==> src/rtl/i2s_tx_serializer.sv <==
// i2s_tx_serializer
//   Output end of the audio path. Accepts a stereo sample pair through a
//   valid/ready handshake into a one-pair holding buffer and transmits it to
//   the DAC as Philips I2S. BCLK and LRCLK are derived from clk. When the
//   producer falls behind, the last frame is repeated and underrun is flagged.
//
// Parameters
//   DATA_W     sample width (two's complement, MSB first)
//   SLOT_W     BCLK periods per channel slot (>= DATA_W+1), padding bits are 0
//   BCLK_HALF  clk cycles per BCLK half period (>= 2)
//
// Ports
//   clk, rst       system clock, synchronous active-high reset
//   lft_smpl       left sample, captured on accept
//   rght_smpl      right sample, captured on accept
//   smpl_vld       sample pair valid
//   smpl_rdy       holding buffer empty (accept = smpl_vld & smpl_rdy)
//   clr_underrun   clears the sticky underrun flag
//   BCLK           I2S bit clock
//   LRCLK          I2S word select (0 = left, 1 = right)
//   SDATA          I2S serial data, updated on BCLK falling edge
//   frm_strt       1-clk pulse when a new pair is loaded from the buffer
//   underrun       sticky, set on a frame load with an empty buffer
module i2s_tx_serializer #(
  parameter int unsigned DATA_W    = 16,
  parameter int unsigned SLOT_W    = 32,
  parameter int unsigned BCLK_HALF = 4
) (
  input  logic              clk,
  input  logic              rst,
  input  logic [DATA_W-1:0] lft_smpl,
  input  logic [DATA_W-1:0] rght_smpl,
  input  logic              smpl_vld,
  output logic              smpl_rdy,
  input  logic              clr_underrun,
  output logic              BCLK,
  output logic              LRCLK,
  output logic              SDATA,
  output logic              frm_strt,
  output logic              underrun
);

  localparam int unsigned FRM_BITS = 2 * SLOT_W;
  localparam int unsigned CW       = $clog2(FRM_BITS);
  localparam int unsigned DVW      = (BCLK_HALF > 1) ? $clog2(BCLK_HALF) : 1;
  localparam int unsigned IW       = (DATA_W > 1) ? $clog2(DATA_W) : 1;

  localparam logic [CW-1:0]  K_LAST   = CW'(FRM_BITS - 1);
  localparam logic [DVW-1:0] DIV_LAST = DVW'(BCLK_HALF - 1);

  logic [DVW-1:0]    div_cnt;
  logic [CW-1:0]     bit_cnt;
  logic [CW-1:0]     k_nxt;
  logic              hold_full;
  logic              first_load;
  logic [DATA_W-1:0] hold_lft;
  logic [DATA_W-1:0] hold_rght;
  logic [DATA_W-1:0] lft_frm;
  logic [DATA_W-1:0] rght_frm;

  logic              fall_evt;
  logic              frm_load;
  logic              accept;
  logic              sdata_nxt;
  logic              lr_nxt;
  int unsigned       k_i;
  logic [IW-1:0]     lidx;
  logic [IW-1:0]     ridx;

  assign fall_evt = (div_cnt == DIV_LAST) && BCLK;
  assign frm_load = fall_evt && (bit_cnt == K_LAST);
  assign accept   = smpl_vld && smpl_rdy;
  assign k_nxt    = (bit_cnt == K_LAST) ? '0 : bit_cnt + CW'(1);

  // Serial bit for the slot position about to start. At a frame load the next
  // position is 0, which is always padding, so reading the frame regs before
  // they are refreshed is harmless.
  always_comb begin
    k_i       = 32'(k_nxt);
    lidx      = IW'(DATA_W - k_i);
    ridx      = IW'(SLOT_W + DATA_W - k_i);
    sdata_nxt = 1'b0;
    if (k_i >= 1 && k_i <= DATA_W) begin
      sdata_nxt = lft_frm[lidx];
    end else if (k_i >= SLOT_W + 1 && k_i <= SLOT_W + DATA_W) begin
      sdata_nxt = rght_frm[ridx];
    end
    lr_nxt = (k_i >= SLOT_W);
  end

  always_ff @(posedge clk) begin
    if (rst) begin
      div_cnt    <= '0;
      bit_cnt    <= K_LAST;
      BCLK       <= 1'b0;
      LRCLK      <= 1'b0;
      SDATA      <= 1'b0;
      frm_strt   <= 1'b0;
      underrun   <= 1'b0;
      smpl_rdy   <= 1'b1;
      hold_full  <= 1'b0;
      first_load <= 1'b1;
      hold_lft   <= '0;
      hold_rght  <= '0;
      lft_frm    <= '0;
      rght_frm   <= '0;
    end else begin
      frm_strt <= 1'b0;

      if (div_cnt == DIV_LAST) begin
        div_cnt <= '0;
        BCLK    <= ~BCLK;
      end else begin
        div_cnt <= div_cnt + DVW'(1);
      end

      if (fall_evt) begin
        bit_cnt <= k_nxt;
        LRCLK   <= lr_nxt;
        SDATA   <= sdata_nxt;
      end

      // Clear first so that a simultaneous underrun set wins.
      if (clr_underrun) begin
        underrun <= 1'b0;
      end

      if (frm_load) begin
        first_load <= 1'b0;
        if (hold_full) begin
          lft_frm   <= hold_lft;
          rght_frm  <= hold_rght;
          hold_full <= 1'b0;
          smpl_rdy  <= 1'b1;
          frm_strt  <= 1'b1;
        end else if (!first_load) begin
          underrun <= 1'b1;
        end
      end

      // Accept needs an empty buffer and a load only drains a full one, so the
      // two never update hold_full on the same clk. No bypass into the frame.
      if (accept) begin
        hold_lft  <= lft_smpl;
        hold_rght <= rght_smpl;
        hold_full <= 1'b1;
        smpl_rdy  <= 1'b0;
      end
    end
  end

endmodule

==> config.mk <==
export PLATFORM = sky130hd
export DESIGN_NAME = i2s_tx_serializer
export DESIGN_NICKNAME = d
export VERILOG_FILES = /design/src/rtl/i2s_tx_serializer.sv
export SDC_FILE = /design/constraint.sdc
export NUM_CORES = 1
export LEC_CHECK = 0
export BUFFER_PORTS_ARGS = -buffer_cell sky130_fd_sc_hd__buf_4
export CORE_ASPECT_RATIO = 1.1
export CORE_MARGIN = 3
export CORE_UTILIZATION = 56
export CTS_BUF_LIST = sky130_fd_sc_hd__clkbuf_2
export DETAILED_ROUTE_END_ITERATION = 12
export GPL_TIMING_DRIVEN = 0
export MAX_ROUTING_LAYER = met4
export PLACE_DENSITY = 0.75
export SLEW_MARGIN = 20
export SYNTH_ARGS = -nofsm -noshare
export SYNTH_HDL_FRONTEND = slang
export SYNTH_SLANG_ARGS = --single-unit
==> constraint.sdc <==
create_clock -name clk -period 6.9 [get_ports clk]
set_input_delay 1.38 -clock clk [delete_from_list [all_inputs] [get_ports clk]]
set_output_delay 1.38 -clock clk [all_outputs]
set_load 0.005 [all_outputs]
# Word level (Yosys, flattened, before mapping)
# Cells that the tools add are included.
[op_classes] add_sub_neg=4 magnitude_cmp=7 n_eq_ne=2 mux=17 n_bitwise=2 reduce_logical=11
[ops] op="$mux 1" count=14
[ops] op="$ge 6x6->1 const B" count=2
[ops] op="$lt 4x5->1 const B" count=2
[ops] op="$bmux 1 s4" count=2
[ops] op="$sub 1x4->4 const A" count=2
[ops] op="$add 6x1->6 const B" count=1
[ops] op="$eq 6x6->1 const B" count=1
[ops] op="$ge 6x1->1 const B" count=1
[ops] op="$le 6x5->1 const B" count=1
[ops] op="$le 6x6->1 const B" count=1
[ops] op="$mux 6" count=1
[ops] op="$logic_and 1x1->1" count=5
[ops] op="$reduce_and 2->1" count=2
[ops] op="$reduce_bool 2->1" count=2
[ops] op="$reduce_or 2->1" count=2
[ops] op="$add 2x1->2 const B" count=1
[ops] op="$eq 2x2->1 const B" count=1
[ops] op="$not 1->1" count=2
[word_totals] ff_bits=80 input_bits=36 out_inout_bits=6 wordCells=57

# Depth between registers and ports, before layout
# Gate-level depths: netlist of run 1.
[depth] depth_word=7 depth_mapped=8 ltp_nobuf=8

# Least setup slack after synthesis of run 1
# No wires, ideal clock.
[synth_path] path_type="input to register" start="input port rst" end="register SDATA" setup_ns=0.096 arrival_ns=2.244 t_required_ns=6.804 setup_slack_ns=4.560 path_stages=5 n_path_buf=1 path_cell_list="clkbuf_1 > a311oi_1 > and3_1 > o31ai_2 > o41ai_2"
[synth_lines] element="from (decl)" line_no="30" text="input logic rst,"
[synth_lines] element="to (signal assigned)" line_no="120" text="SDATA <= sdata_nxt;"
[synth_lines] element="to (decl)" line_no="38" text="output logic SDATA,"

# Final worst setup path of run 1
[layout_path] start="register bit_cnt[0]" end="register rght_frm[0]"
[layout_via] elab_chain_len=3
[layout_lines] element="from (decl)" line_no="52" text="logic [CW-1:0] bit_cnt;"
[layout_lines] element="from (signal assigned)" line_no="118" text="bit_cnt <= k_nxt;"
[layout_lines] element="$eq 6x6->1" line_no="71" text="assign frm_load = fall_evt && (bit_cnt == K_LAST);"
[layout_lines] element="$logic_and 1x1->1" line_no="71"
[layout_lines] element="$reduce_and 2->1 (no line)"
[layout_lines] element="to (signal assigned)" line_no="132" text="rght_frm <= hold_rght;"
[layout_lines] element="to (decl)" line_no="59" text="logic [DATA_W-1:0] rght_frm;"
# No other way between the ends.
# A chain may end at the register's enable or synchronous reset.

==> results of run 1 <==
==> cell usage in the layout (no fill, tap or decap), drive strengths merged, types with 3 or more instances in the layout <==
cell / n
o21bai: 3
nor2: 14
xnor2: 3
nand2: 140
a21oi: 73
inv: 5
o211a: 4
mux2i: 7
clkinv: 3
nand3: 7
o21ai: 11
and3: 8
a21o: 3
buf: 46
nor3: 5
dfxtp: 80
nand2b: 6
a211oi: 5
and2: 3
a31oi: 4
clkbuf: 37
ha: 4
==> power by group through the flow <==
stage | registers [W] | logic (W) | clock network (W)
4_1_cts | 0.000486 | 0.0000704 | 0.000259
3_5_place_dp | 0.000495 | 0.0000703 | 0
6_report | 0.000486 | 0.0000699 | 0.000258
5_1_grt | 0.000488 | 0.0000788 | 0.000278
3_3_place_gp | 0.000495 | 0.0000682 | 0
2_1_floorplan | 0.000493 | 0.0000412 | 0
==> routing by layer <==
layer / share of wire / routed length [um] / GRT usage / vias up
met1: 0.44 / 3710 / 0.324 / 1484
li1: - / - / - / 1588
met2: 0.50 / 4190 / 0.441 / 82
met3: 0.045 / 373 / 0.0346 / 12
met5: 0 / 0 / - / -
met4: 0.013 / 106 / 0.0860 / 0
==> cell type report <==
class,count,share of cell area
plain buffers,33,0.0328
clock buffers,10,0.0126
clock inverters,6,0.0170
inverters,4,0.00378
multi-input cells,322,0.430
flip-flops and latches,80,0.404
well taps,77,0.0243
repair buffers,40,0.0757
==> logic make-up after synthesis <==
family                     Yosys count  share of synthesized area
AOI/OAI and AO/OA                  114                      0.195
and+or+nand+nor                    188                      0.228
xor gates and xnor gates             5                     0.0167
buffers and inverters               37                     0.0420
adders and majority gates            4                     0.0145
DFF                                 80                      0.464
muxes                               11                     0.0399
==> cells in the mapped netlist (2+ instances only) <==
cell type,count
nand2_1,140
dfxtp_1,80
a21oi_1,73
clkbuf_1,26
nor2_1,14
o21ai_0,10
and3_1,8
mux2i_1,7
nand2b_1,6
nand3_1,6
a211oi_1,5
nor3_1,5
a31oi_1,4
buf_1,4
ha_1,4
inv_1,4
o211a_1,4
a21o_1,3
and2_1,3
o21bai_1,3
xnor2_1,3
mux2_2,2
mux4_2,2
nand3b_1,2
==> path summary, 6_finish.rpt <==
kind / from / to / slack [ps] / cells past startpoint
worst max register to register: bit_cnt[0] / rght_frm[0] / 4180 / 8
worst max-delay path: bit_cnt[0] / rght_frm[0] / 4180 / 8
worst min-delay path: div_cnt[0] / div_cnt[0] / 460 / 1
worst min register to register: div_cnt[0] / div_cnt[0] / 460 / 1
==> flip-flops by register name (all words and copies together) (netlist names), 2 cells and up <==
signal     cells
bit_cnt        6
div_cnt        2
hold_rght     16
rght_frm      16
lft_frm       16
hold_lft      16
==> metrics by stage <==
stage / total power, W / hold WS (ps) / util
global placement: 0.000563 / 413 / 0.655
finish: 0.000814 / 457 / 0.675
global route: 0.000845 / 488 / 0.675
detailed placement: 0.000565 / 431 / 0.655
CTS: 0.000815 / 456 / 0.675
floorplan: 0.000534 / 404 / -
==> impl_results.md, run 1 <==
* Status: finished, final reports clean
* HP Class: reg2reg
* Hold Buf Count CTS at 0
* Die Y at a little under 90 um
* PortBufs at 40
* Crit path capture type: flip-flop
* Top-area cell type share of the netlist area at 0.464
* CTS root buf: clkbuf_2
* Post-synth EDFFs at 0
* Wire per inst at around 15 um
* Post-synth ARST share at 0
* Final TNS setup at 0 ps
* Leak pwr at 1.59 nW
* Vias in the first global route at just over 3000
* Synth Area per Inst at between 7 and 8 sq um
* Core Area at 5880 sq um
* I/O Pins at 42
* Post-Place Cells at roughly 560
* Final Cell Area at a little under 4000 sq um
* Headroom to the max-slew limit at 0.592
* Flops & latches, synth at 80
* Most used cell, CP: clkbuf_1
* Least-Margin Pin Slew at ~600 ps
* Switching share of power at 0.268
* Antenna viol nets, final at 0
* Nets at between 500 and 600
* Clk sinks at 80
* Final Max Slew Viols at 0
* Seq/Total Area, Yosys at 0.464
* Crit path arrival time at ~3200 ps
* Final period util at 0.394
* Fin. Hold Viols at 0
* Post-place setup slack at 4210 ps
* Synthesized net count at about 480
* Combinational share of power at 0.086
* Via density at 5.53
* H-tree depth at 3
* Routed WL at between 8000 and 9000 um
* Worst path bufs/invs at 2
* Cell Int Power at between 0.0005 and 0.0006 W
* P_sw at 0.000218 W
* Maxcap violations at 0
* Post-Syn Area at approximately 3500 sq um
* Distinct cells, synth at 45
* Pre-Repair DR Iteration Count at 5
* Final Non-Filler Cells at between 500 and 600
* GRT Total Usage at 0.262
* Crit path max-delay cell type: dfxtp_1
* Clk pwr share at 0.317
* Peak Freq at 368 MHz
* CTS max path bufs at 2
* Row Count at 29
* RSZ-0062 raised after global routing: no
* Area post-placement at slightly below 4000 sq um
* DR vias at approximately 3200
* VDD IR-drop max at between 0.1 and 0.15 mV
* Width of the die at 80.9 um
* GRT overflow at 0
* Yosys warns at 0
* Pwr Density at roughly 210 nW/um^2
* Setup violators final at 0
* Minimum clock period at 2720 ps
* First-pass GRT wire length at between 10000 and 15000 um
* Layout cells sized above 1 at 0.131
* Register area at approximately 1600 sq um
* Mapped Cells at between 400 and 500
* Largest net degree at the start of global routing at 15
* CTS clock-pin slew for the worst setup and hold paths at 230 ps
* Top post-synthesis cells by area: dfxtp_1, nand2_1, a21oi_1, clkbuf_1, mux2i_1
* Worst-Skew Late Latency at between 500 and 600 ps
* Post-cts resize count at 0
* Ant. Diodes at 0
* HPWL Detailed at around 6100 um
* Die area at around 7100 sq um
* 1st-iter DRT viols at 169
* Clock Skews at 28.0 ps
* Area growth from synthesis to layout at 14.9%
* Register share of total power at 0.597
* Critical Path RT at around 7400 ps
* Slowest stage delay, CP at approximately 570 ps
* Ys flop type: dfxtp_1
* Crit path kind: reg2reg
* Initial core utilization at 0.587
* CP top delay family: simple AND/OR/NAND/NOR gates
* TritonCTS buffer count at 9
* Critical Path Source Type: flip-flop
* Postcts setup bufs at 0
* Residual DRC at 0
* Layout fillers at between 500 and 600
* Multi-input logic area at 1710 sq um
* Area leader, netlist: dfxtp_1
* Worst-path fanout max at 10
* GP Congestion at between 0.9 and 1
* CTS tree: yes
* Worst Slack Setup Final at approximately 4200 ps
* Worst-path cell chain: ha_1, nand3_2, nor2_1, and3_1, clkbuf_1, clkbuf_1, nand2_1, a21oi_1
* Initial antenna violation count at 0
No activity file was read; power rests on OpenSTA's default activity.
==> inputs of run 2 (changes only) <==
--- a/config.mk
+++ b/config.mk
@@ -8,12 +8,12 @@
 export BUFFER_PORTS_ARGS = -buffer_cell sky130_fd_sc_hd__buf_4
 export CORE_ASPECT_RATIO = 1.1
 export CORE_MARGIN = 3
-export CORE_UTILIZATION = 56
+export CORE_UTILIZATION = 54
 export CTS_BUF_LIST = sky130_fd_sc_hd__clkbuf_2
 export DETAILED_ROUTE_END_ITERATION = 12
 export GPL_TIMING_DRIVEN = 0
 export MAX_ROUTING_LAYER = met4
-export PLACE_DENSITY = 0.75
+export PLACE_DENSITY = 0.76
 export SLEW_MARGIN = 20
 export SYNTH_ARGS = -nofsm -noshare
 export SYNTH_HDL_FRONTEND = slang
==> constraint.sdc (replaced) <==
create_clock -name clk -period 2.4 [get_ports clk]
set_input_delay 0.48 -clock clk [delete_from_list [all_inputs] [get_ports clk]]
set_output_delay 0.48 -clock clk [all_outputs]
set_load 0.005 [all_outputs]
==> run 2 against run 1 <==
Net effect: worst setup slack worse by 4100 ps; sequential share of layout area up 0.19 points; maximum frequency up 17%; via count down 1.3%; sequential power rose to 2.9 times the previous value; clock power up 140%; global-route usage down 3.0 points; clock skew down 6.3 ps; clock-buffer cell count unchanged; largest cell class unchanged; largest power group unchanged; highest routed layer unchanged.
==> impl_results.md, run 2 (same netlist as run 1, synthesis figures left out) <==
* Status: finished, final reports clean (unchanged)
* Die Y at 89.9 um (was 88.4 um)
* CTS tree: yes (unchanged)
* Ant. Diodes at 0 (unchanged)
* Hold Buf Count CTS at 0 (unchanged)
* Final Non-Filler Cells at 572 (unchanged)
* Routed WL at 8000 um (was 8380 um)
* Headroom to the max-slew limit at 0.637 (was 0.592)
* Final period util at 0.965 (was 0.394)
* CTS clock-pin slew for the worst setup and hold paths at 230 ps (about the same)
* GRT Total Usage at 0.232 (was 0.262)
* Setup violators final at 0 (unchanged)
* Fin. Hold Viols at 0 (unchanged)
* First-pass GRT wire length at 13200 um (was 14000 um)
* Wire per inst at 14.0 um (was 14.6 um)
* Antenna viol nets, final at 0 (unchanged)
* Residual DRC at 0 (unchanged)
* Postcts setup bufs at 0 (unchanged)
* Pwr Density at 558 nW/um^2 (was 205 nW/um^2)
* CTS max path bufs at 2 (unchanged)
* Most common cell after layout, fill and taps aside: nand2_1 (unchanged)
* 1st-iter DRT viols at 174 (was 169)
* DR vias at 3125 (was 3166)
* HPWL Detailed at 5890 um (was 6110 um)
* RSZ-0062 raised after global routing: yes (was no)
* Layout fillers at 569 (was 541)
* Clock Skews at 21.8 ps (was 28.0 ps)
* PortBufs at 40 (unchanged)
* Worst Slack Setup Final at 82.9 ps (was 4180 ps)
* Initial core utilization at 0.577 (was 0.587)
* Row Count at 29 (unchanged)
* Via density at 5.46 (was 5.53)
* Crit path kind: reg2reg (unchanged)
* Peak Freq at 432 MHz (was 368 MHz)
* Initial antenna violation count at 0 (unchanged)
* Layout cells sized above 1 at 0.149 (was 0.131)
* Critical Path RT at 2830 ps (was 7380 ps)
* Worst-path fanout max at 10 (unchanged)
* Crit path max-delay cell type: dfxtp_4 (was dfxtp_1)
* VDD IR-drop max at 0.380 mV (was 0.145 mV)
* Post-Place Cells at 556 (unchanged)
* GRT overflow at 0 (unchanged)
* Nets at 530 (unchanged)
* GP Congestion at 0.883 (was 0.916)
* HP Class: in2reg (was reg2reg)
* Largest net degree at the start of global routing at 15 (unchanged)
* Post-cts resize count at 7 (was 0)
* CTS root buf: clkbuf_2 (unchanged)
* Slowest stage delay, CP at 430 ps (was 570 ps)
* Leak pwr at 1.59 nW (about the same)
* Clk sinks at 80 (unchanged)
* Maxcap violations at 0 (unchanged)
* Most frequent cells in the layout: nand2_1, dfxtp_1, a21oi_1, buf_4, clkbuf_1 (unchanged)
* Pre-Repair DR Iteration Count at 4 (was 5)
* Worst-path cell chain: ha_1, xnor3_2, buf_4, o21ai_0, a2111oi_1, a21oi_1, a211oi_1, o41ai_2 (was ha_1, nand3_2, nor2_1, and3_1, clkbuf_1, clkbuf_1, nand2_1, a21oi_1)
* Die area at 7390 sq um (was 7150 sq um)
* Post-place setup slack at -174 ps (was 4210 ps)
* Final Max Slew Viols at 0 (unchanged)
* Minimum clock period at 2320 ps (was 2720 ps)
* Width of the die at 82.2 um (was 80.9 um)
* Critical Path Source Type: flip-flop (unchanged)
* Core Area at 5990 sq um (was 5880 sq um)
* Crit path capture type: flip-flop (unchanged)
* TritonCTS buffer count at 9 (unchanged)
* Least-Margin Pin Slew at 545 ps (was 612 ps)
* Crit path arrival time at 2750 ps (was 3190 ps)
* I/O Pins at 42 (unchanged)
* Area growth from synthesis to layout at 14.9% (unchanged)
* Worst-Skew Late Latency at 520 ps (was 530 ps)
* Overall Power at 0.00222 W (was 0.000814 W)
* Vias in the first global route at 2876 (was 3022)
* H-tree depth at 3 (unchanged)
==> run 2: cell count changes in the layout (fill, tap and decap cells not counted), moves of 2 or more <==
cell	before	now
dfxtp_1	80	78
dfxtp_4	0	2
clkbuf_2	11	15
clkinvlp_4	1	3
clkbuf_1	26	22
==> run 2: cell type report <==
class / instances / area [sq um] / area share
timing repair buffer: 40 / 300 / 0.0757
multi-input combinational: 322 / 1720 / 0.432
clock buffer: 10 / 50.0 / 0.0126
buffer: 33 / 138 / 0.0347
tap: 77 / 96.3 / 0.0243
inverter: 4 / 15.0 / 0.00378
clock inverter: 6 / 43.8 / 0.0110
sequential: 80 / 1610 / 0.406
==> run 2: critical path, delay by kind of cell, from the launching register on <==
| kind | cells | cell delay [ps] |
|---|---|---|
| AOI/OAI and AO/OA | 5 | 950 |
| xor gates and xnor gates | 1 | 380 |
| adders and majority gates | 1 | 260 |
| buffers and inverters | 1 | 220 |
| DFF | 1 | 430 |
==> run 2: report_power, final <==
group	internal [W]	total (W)	switching, W
logic	0.0000901	0.000200	0.000110
registers	0.00137	0.00139	0.0000229
clock network	0.000141	0.000621	0.000480
==> run 2: worst paths after layout <==
check	slack [ps]	cells past startpoint	startpoint	to
hold reg to reg	450	1	div_cnt[0]	div_cnt[0]
setup reg to reg	80	8	bit_cnt[0]	SDATA
setup / recovery	80	8	bit_cnt[0]	SDATA
hold / removal	160	3	rght_smpl[2]	hold_rght[2]
==> run 2: per-stage QoR <==
stage	cell area, sq um	hold WS, ps	setup TNS, ps	util
after CTS	3960	135	0	0.661
after global placement	3850	414	-3080	0.643
after floorplan	3450	404	0	-
after detailed placement	3850	433	-3500	0.643
final	3970	157	0	0.663
after global routing	3970	122	-56.7	0.663
==> run 2: layer usage <==
metal	up-vias	track usage	routed length [um]
li1	1596	-	-
met5	-	-	0
met3	13	0.0380	343
met2	89	0.364	3930
met4	0	0.0914	123
met1	1427	0.294	3610
